$ cat config.mk
export PLATFORM = sky130hd
export DESIGN_NAME = convclk_ffrdstream
export DESIGN_NICKNAME = d
export VERILOG_FILES = /design/src/rtl/convclk_ffrdstream.sv
export SDC_FILE = /design/constraint.sdc
export NUM_CORES = 1
export LEC_CHECK = 0
export ABC_CLOCK_PERIOD_IN_PS = 2990
export CORE_MARGIN = 1.5
export CORE_UTILIZATION = 60
export DETAILED_ROUTE_END_ITERATION = 12
export DONT_BUFFER_PORTS = 1
export PLACE_DENSITY = 0.83
export SLEW_MARGIN = 5
export SYNTH_ARGS = -nofsm -noshare
export SYNTH_HDL_FRONTEND = slang
export SYNTH_SLANG_ARGS = --single-unit
$ cat constraint.sdc
create_clock -name clk -period 2.99 [get_ports clk]
set_clock_uncertainty 0.05 [all_clocks]
set_input_delay 0.299 -clock clk [delete_from_list [all_inputs] [get_ports clk]]
set_output_delay 0.299 -clock clk [all_outputs]
set_load 0.02 [all_outputs]
$ cat src/rtl/convclk_ffrdstream.sv
// Read-side prefetch stage for the gray-pointer FIFO: issues credit-limited reads and streams RAM data through a skid buffer.
// Optional build macro CONVCLK_FFRDSTREAM_PARITY_EN stores even parity with each word and drives it on o_par.
module convclk_ffrdstream #(
    parameter int DW     = 32,
    parameter int RAMLAT = 1
) (
    input  logic                        clk,
    input  logic                        rst,
    input  logic                        fifonemp,
    input  logic                        rdflush,
    output logic                        fiford,
    input  logic [DW-1:0]               ramdat,
    output logic                        o_vld,
    input  logic                        o_rdy,
    output logic [DW-1:0]               o_dat,
    output logic                        o_par,
    output logic [$clog2(RAMLAT+2)-1:0] bufcnt
);

    localparam int SKID = RAMLAT + 1;
    localparam int CW   = $clog2(SKID + 1);
    localparam int PW   = (SKID > 1) ? $clog2(SKID) : 1;
    localparam int IW   = CW + 1;
    localparam int SW   = CW + 2;

`ifdef CONVCLK_FFRDSTREAM_PARITY_EN
    localparam int EW = DW + 1;
`else
    localparam int EW = DW;
`endif

    logic [EW-1:0]     mem_reg [SKID];
    logic [PW-1:0]     head_reg;
    logic [PW-1:0]     tail_reg;
    logic [CW-1:0]     cnt_reg;
    logic [RAMLAT-1:0] tag_reg;

    logic              pop;
    logic              push_w;
    logic              push_ok;
    logic [IW-1:0]     inflight;
    logic [SW-1:0]     credit;
    logic [EW-1:0]     wdata;
    logic [EW-1:0]     head_ent;

    assign o_vld   = (cnt_reg != '0);
    assign pop     = o_vld & o_rdy;
    assign push_w  = tag_reg[RAMLAT-1];
    assign push_ok = push_w & ~rdflush;
    assign bufcnt  = cnt_reg;

    always_comb begin
        inflight = '0;
        for (int i = 0; i < RAMLAT; i++) begin
            inflight = inflight + IW'(tag_reg[i]);
        end
    end

    // Words already requested count against buffer space, so the buffer can never overflow.
    assign credit = SW'(cnt_reg) + SW'(inflight) - SW'(pop);
    assign fiford = fifonemp & ~rdflush & ~rst & (credit < SW'(SKID));

    always_ff @(posedge clk or posedge rst) begin
        if (rst) begin
            tag_reg <= '0;
        end else if (rdflush) begin
            tag_reg <= '0;
        end else begin
            for (int i = RAMLAT - 1; i > 0; i--) begin
                tag_reg[i] <= tag_reg[i-1];
            end
            tag_reg[0] <= fiford;
        end
    end

`ifdef CONVCLK_FFRDSTREAM_PARITY_EN
    assign wdata = {^ramdat, ramdat};
    assign o_par = head_ent[DW];
`else
    assign wdata = ramdat;
    assign o_par = 1'b0;
`endif

    assign head_ent = mem_reg[head_reg];
    assign o_dat    = head_ent[DW-1:0];

    always_ff @(posedge clk or posedge rst) begin
        if (rst) begin
            for (int i = 0; i < SKID; i++) begin
                mem_reg[i] <= '0;
            end
        end else if (push_ok) begin
            mem_reg[tail_reg] <= wdata;
        end
    end

    always_ff @(posedge clk or posedge rst) begin
        if (rst) begin
            head_reg <= '0;
            tail_reg <= '0;
            cnt_reg  <= '0;
        end else if (rdflush) begin
            head_reg <= '0;
            tail_reg <= '0;
            cnt_reg  <= '0;
        end else begin
            if (pop) begin
                head_reg <= (head_reg == PW'(SKID - 1)) ? '0 : head_reg + 1'b1;
            end
            if (push_ok) begin
                tail_reg <= (tail_reg == PW'(SKID - 1)) ? '0 : tail_reg + 1'b1;
            end
            case ({push_ok, pop})
                2'b10:   cnt_reg <= cnt_reg + CW'(1);
                2'b01:   cnt_reg <= cnt_reg - CW'(1);
                default: cnt_reg <= cnt_reg;
            endcase
        end
    end

endmodule

Word-level counts from Yosys, hierarchy flattened

Index checks and enable logic that the tools add are counted.

$add $sub $neg: 6
$lt $le $gt $ge: 4
Equality and inequality tests: 2
Mux-type cells: 15
Bitwise gates (word level): 9
Reduce and logical (&&, ||, !) cells: 5

Operator list:

| cell                                                                         | number |
|---|---|
| 32-bit 2-to-1 mux                                                            | 4 |
| 64-bit bitwise mux                                                           | 1 |
| 32-bit demux with 1-bit select                                               | 1 |
| 1-bit 2-to-1 mux                                                             | 7 |
| 2-bit nonzero test                                                           | 3 |
| 1-bit AND                                                                    | 5 |
| 2-bit greater-or-equal comparator, second input constant                     | 2 |
| 4-bit by 2-bit less-than comparator with 1-bit output, second input constant | 1 |
| 1-bit NOT with 2-bit output                                                  | 2 |
| 2-bit case mux with 2 select lines                                           | 1 |
| 3-bit by 1-bit subtractor with 4-bit output                                  | 1 |
| 2-bit by 1-bit adder with 3-bit output                                       | 1 |
| 3-bit nonzero test                                                           | 1 |
| 1-bit adder, second input constant                                           | 2 |
| 2-bit by 1-bit adder with 2-bit output, second input constant                | 1 |
| 2-bit by 1-bit == test with 1-bit output, second input constant              | 1 |
| 2-bit == test, second input constant                                         | 1 |
| 2-bit by 1-bit less-than comparator with 1-bit output, second input constant | 1 |
| 2-bit 2-to-1 mux                                                             | 1 |
| 1-bit NOT                                                                    | 2 |
| 2-bit by 1-bit subtractor with 2-bit output, second input constant           | 1 |
| 1-bit logical AND                                                            | 1 |

Flip-flop bits (word level): 69
Bits of input ports: 37
Logic and storage cells: 47

Depth between registers and ports, before layout

Depth in word-level cells: 6
Mapped depth: 5
Depth with buffers taken out: 5

Least setup slack after synthesis

Ideal clock, no wire load.

Path type: input -> output
From: input port rst
To: output port fiford
Arrival time: 2278 ps
Setup slack: 363 ps
Stages: 2
Path through: inv_1 and4_1

Word-level cells in the longest chain between the ends: 3

Ends and longest elaborated chain:

| element                 | RTL line | source |
|---|---|---|
| start, declared         | 8        | `input logic rst,` |
| 1-bit NOT               | 61       | `assign fiford = fifonemp & ~rdflush & ~rst & (credit < SW'(SKID));` |
| 1-bit AND (2 in series) | 61       |  |
| end, declared           | 11       | `output logic fiford,` |

No other way between the ends.

Worst setup path after layout

From: register cnt_reg[1] (netlist: bufcnt[1])
To: output port fiford

Word-level cells in the longest chain between the ends: 5
Elaborated cells between the ends (all ways): 6

Ends and longest elaborated chain:

| element                                                                                        | RTL line | source |
|---|---|---|
| start, declared                                                                                | 35       | `logic [CW-1:0] cnt_reg;` |
| start signal, assigned                                                                         | 114      | `2'b10: cnt_reg <= cnt_reg + CW'(1);` |
| start signal, assigned                                                                         | 115      | `2'b01: cnt_reg <= cnt_reg - CW'(1);` |
| start signal, assigned                                                                         | 116      | `default: cnt_reg <= cnt_reg;` |
| parallel branches: the longest is 2 deep, another holds 2-bit by 1-bit adder with 3-bit output | --       |  |
| 3-bit by 1-bit subtractor with 4-bit output (*)                                                | 60       | `assign credit = SW'(cnt_reg) + SW'(inflight) - SW'(pop);` |
| 4-bit by 2-bit less-than comparator with 1-bit output (*)                                      | 61       |  |
| 1-bit AND (*)                                                                                  | 61       |  |

Every way passes the cells marked *.

==> run summary <==
## Clock tree
* 0 — post-CTS resize count
* built — CTS tree
* 2 — CTS max path bufs
* 9 — number of CTS-inserted buffers
* 0.07 ns — clock-pin slew reported for the worst setup and hold paths after clock tree synthesis
* 69 — CTS sink count
* 0.33 ns — clock network latency to the later pin of the worst-skew pair
* 3 — number of levels in the clock H-tree
* clkbuf_8 — Root Driver

## Layout
* 8.391% — synthesis-to-finish area growth
* 64 — number of flip-flops under the largest register name
* mux2_2 — most common cell after layout, fill and taps aside
* 54.93% — fraction of final layout cells with drive strength greater than 1
* 0.003346 mm² — Design Area, Final
* 246 — number of nets in the finished design
* mux2_2 (94), dfrtp_1 (69), clkbuf_8 (11) — leading cell types in the layout, fill and taps excluded
* 0 — antenna diode count

## STA
* 0.3633 GHz — highest clock frequency the design can meet
* 2.752 ns — fin crit period
* 0 — total setup violations reported at the end of the flow
* 36.88% — Rel. slew slack
* 0.9446 ns — worst slew pin tran
* no — unrepaired setup endpoints after global routing
* 0 — max-slew violations
* 92.06% — final period utilization
* 0 ns — Post-Route Setup TNS
* 0.04825 ns — Fin Hold WS
* 0 — Final Hold Viols

## Placement
* 3499 µm — Post-DP HPWL
* 0.6525 — Placer Congestion
* 0.003110 mm² — Post-Place Cell Area
* 0 — number of port buffers

## Yosys
* 0 — yosys warns
* 205 — Cells after Synth
* 24 — post-synth cell types
* 69 — number of storage elements in the synthesis netlist
* 55.94% — sequential area share after synthesis
* 0.003087 mm² — netlist area before placement
* 15.06 µm² — average size of a mapped cell
* 243 — Mapped Nets

## Pwr
* 1.871 mW — Cell Int Power
* 769.7 mW/mm² — Power per Cell Area
* 32.3% — clock share of power
* 46.9% — part of the total power dissipated in sequential elements
* 1.519 nW — static leakage
* 20.8% — share of power burned in combinational logic
* 0.4871 mV — Worst VDD drop
* 27.34% — switching power as a share of total power
* 2.575 mW — Design Power
* 703.9 µW — net switching power figure

## Worst setup path
* flop — CP startpoint kind
* bufcnt[1] — CP startpoint
* flop to primary output — category of the critical setup timing path
* 8 — worst-path maximum fanout
* bufcnt[1] — launch instance of the worst register-to-register path
* 2.40 ns — Worst EP arrival
* primary output — kind of end point of the critical path
* 2.64 ns — required time at the worst-slack endpoint

## Die
* 74 — IO Pins
* 0.005584 mm² — area of the die
* 63.66% — initial core utilization
* 74.73 µm — height of the die
* 0.004848 mm² — Core Region
* 25 — number of rows in the core area
* 74.73 µm — die width

## Global route
* 20.44% — total global routing track utilization
* 70 — maximum number of pins on one net before global-route repair
* 0 — number of antenna violations at the first check in global routing
* 0 — grt ovf
* 8245 µm — global-route wire length before repair
* 1785 — via count of the first global-routing pass

## Drt
* 4 — count of TritonRoute iterations in the first routing pass
* 0 — DRC violation count after routing
* 1652 — via count
* 18.99 µm — per-cell routed wire length
* 5.900 — routed vias/inst
* 5318 µm — wire length reported by the detailed router
* 0 — count of nets left with antenna violations after detail routing
* 86 — detailed router's first-iteration violation count

## Run
* 0 — number of max-cap violations

## Min path
* input port to flop — class of the tightest hold or removal check
* ramdat[27] — startpoint of the worst hold path

## Run status
* completed — result of the run

## cell usage after synthesis
cell       instances  area, µm²
dfrtp_1           69       1727
xor2_1             2      17.52
a2111oi_0          1      8.760
nand3b_2           1      11.26
buf_6              3      33.78
mux2i_1            2      20.02
or2_2              3      18.77
nand2_1            2      7.510
mux2_1             2      22.52
buf_2              6      30.03
mux2_2            94       1059
nor2_4             1      11.26
clkbuf_1           1      3.750
xnor2_1            1      8.760
a21oi_1            1      5.000
and4_1             2      17.52
inv_1              2      7.510
fa_1               1      20.02
o21ai_0            1      5.000
conb_1             1      3.750
buf_4              1      7.510
a21boi_0           1      7.510
nor2_1             4      15.01
nand2b_1           3      18.77
## power groups by stage
stage	Combinational (mW)	Sequential (mW)	Clock (mW)
finish	0.535	1.21	0.831
global route	0.572	1.23	0.890
CTS	0.545	1.21	0.852
detailed placement	0.543	1.23	0
global placement	0.526	1.21	0
floorplan	0.492	1.19	0
## cells by family after synthesis
family | Yosys count | synth area share (%)
other | 1 | 0.1215
adders and majority gates | 1 | 0.6486
DFF | 69 | 55.94
buffers and inverters | 13 | 2.675
xor gates and xnor gates | 3 | 0.8514
muxes | 98 | 35.67
and+or+nand+nor | 16 | 3.243
AOI/OAI and AO/OA | 4 | 0.8511
## area by class of cell
type | count | area, µm²
repair buffers | 3 | 25.02
fillers | 344 | 1503
clock inverters | 4 | 70.07
well taps | 67 | 83.83
flip-flops and latches | 69 | 1727
clock buffers | 12 | 155.1
multi-input cells | 123 | 1277
inverters | 2 | 7.507
## stage by stage
step | setup slack, ns | instances | util (%)
5_1_grt | 0.09874 | 280 | 69.01
6_report | 0.2375 | 280 | 69.01
2_1_floorplan | 0.3629 | 205 | -
3_3_place_gp | 0.7829 | 263 | 64.15
3_5_place_dp | 0.6045 | 263 | 64.15
4_1_cts | 0.2330 | 280 | 69.01
## path summary, 6_finish.rpt
check	end	slack [ns]	cells past startpoint
hold / removal	mem_reg[59]	0.05	1
min in group asynchronous	mem_reg[26]	0.13	2
max in group asynchronous	mem_reg[56]	2.24	2
setup reg to reg	push_w	0.90	5
setup / recovery	fiford	0.24	5
hold reg to reg	mem_reg[58]	0.45	1
## per-layer routing
layer	part of all wire [%]	vias to the layer above	track usage [%]
li1	-	730	-
met1	40	858	22.40
met2	51	53	35.52
met3	7.1	11	6.292
met4	1.9	0	11.11
met5	0	-	0
## critical path, stage by stage, from the launching register on
cell     delay, ns
dfrtp_1       0.59
o21ai_0       0.22
or2_2         0.33
fa_1          0.38
xor2_1        0.20
and4_1        0.35
## repair_timing
action                                  CTS  global route
endpoints found under the setup margin    0             0
hold buffers                              1             0
endpoints found under the hold margin     3             0
setup buffers                             0             0
(Power assumes the default switching activity.)
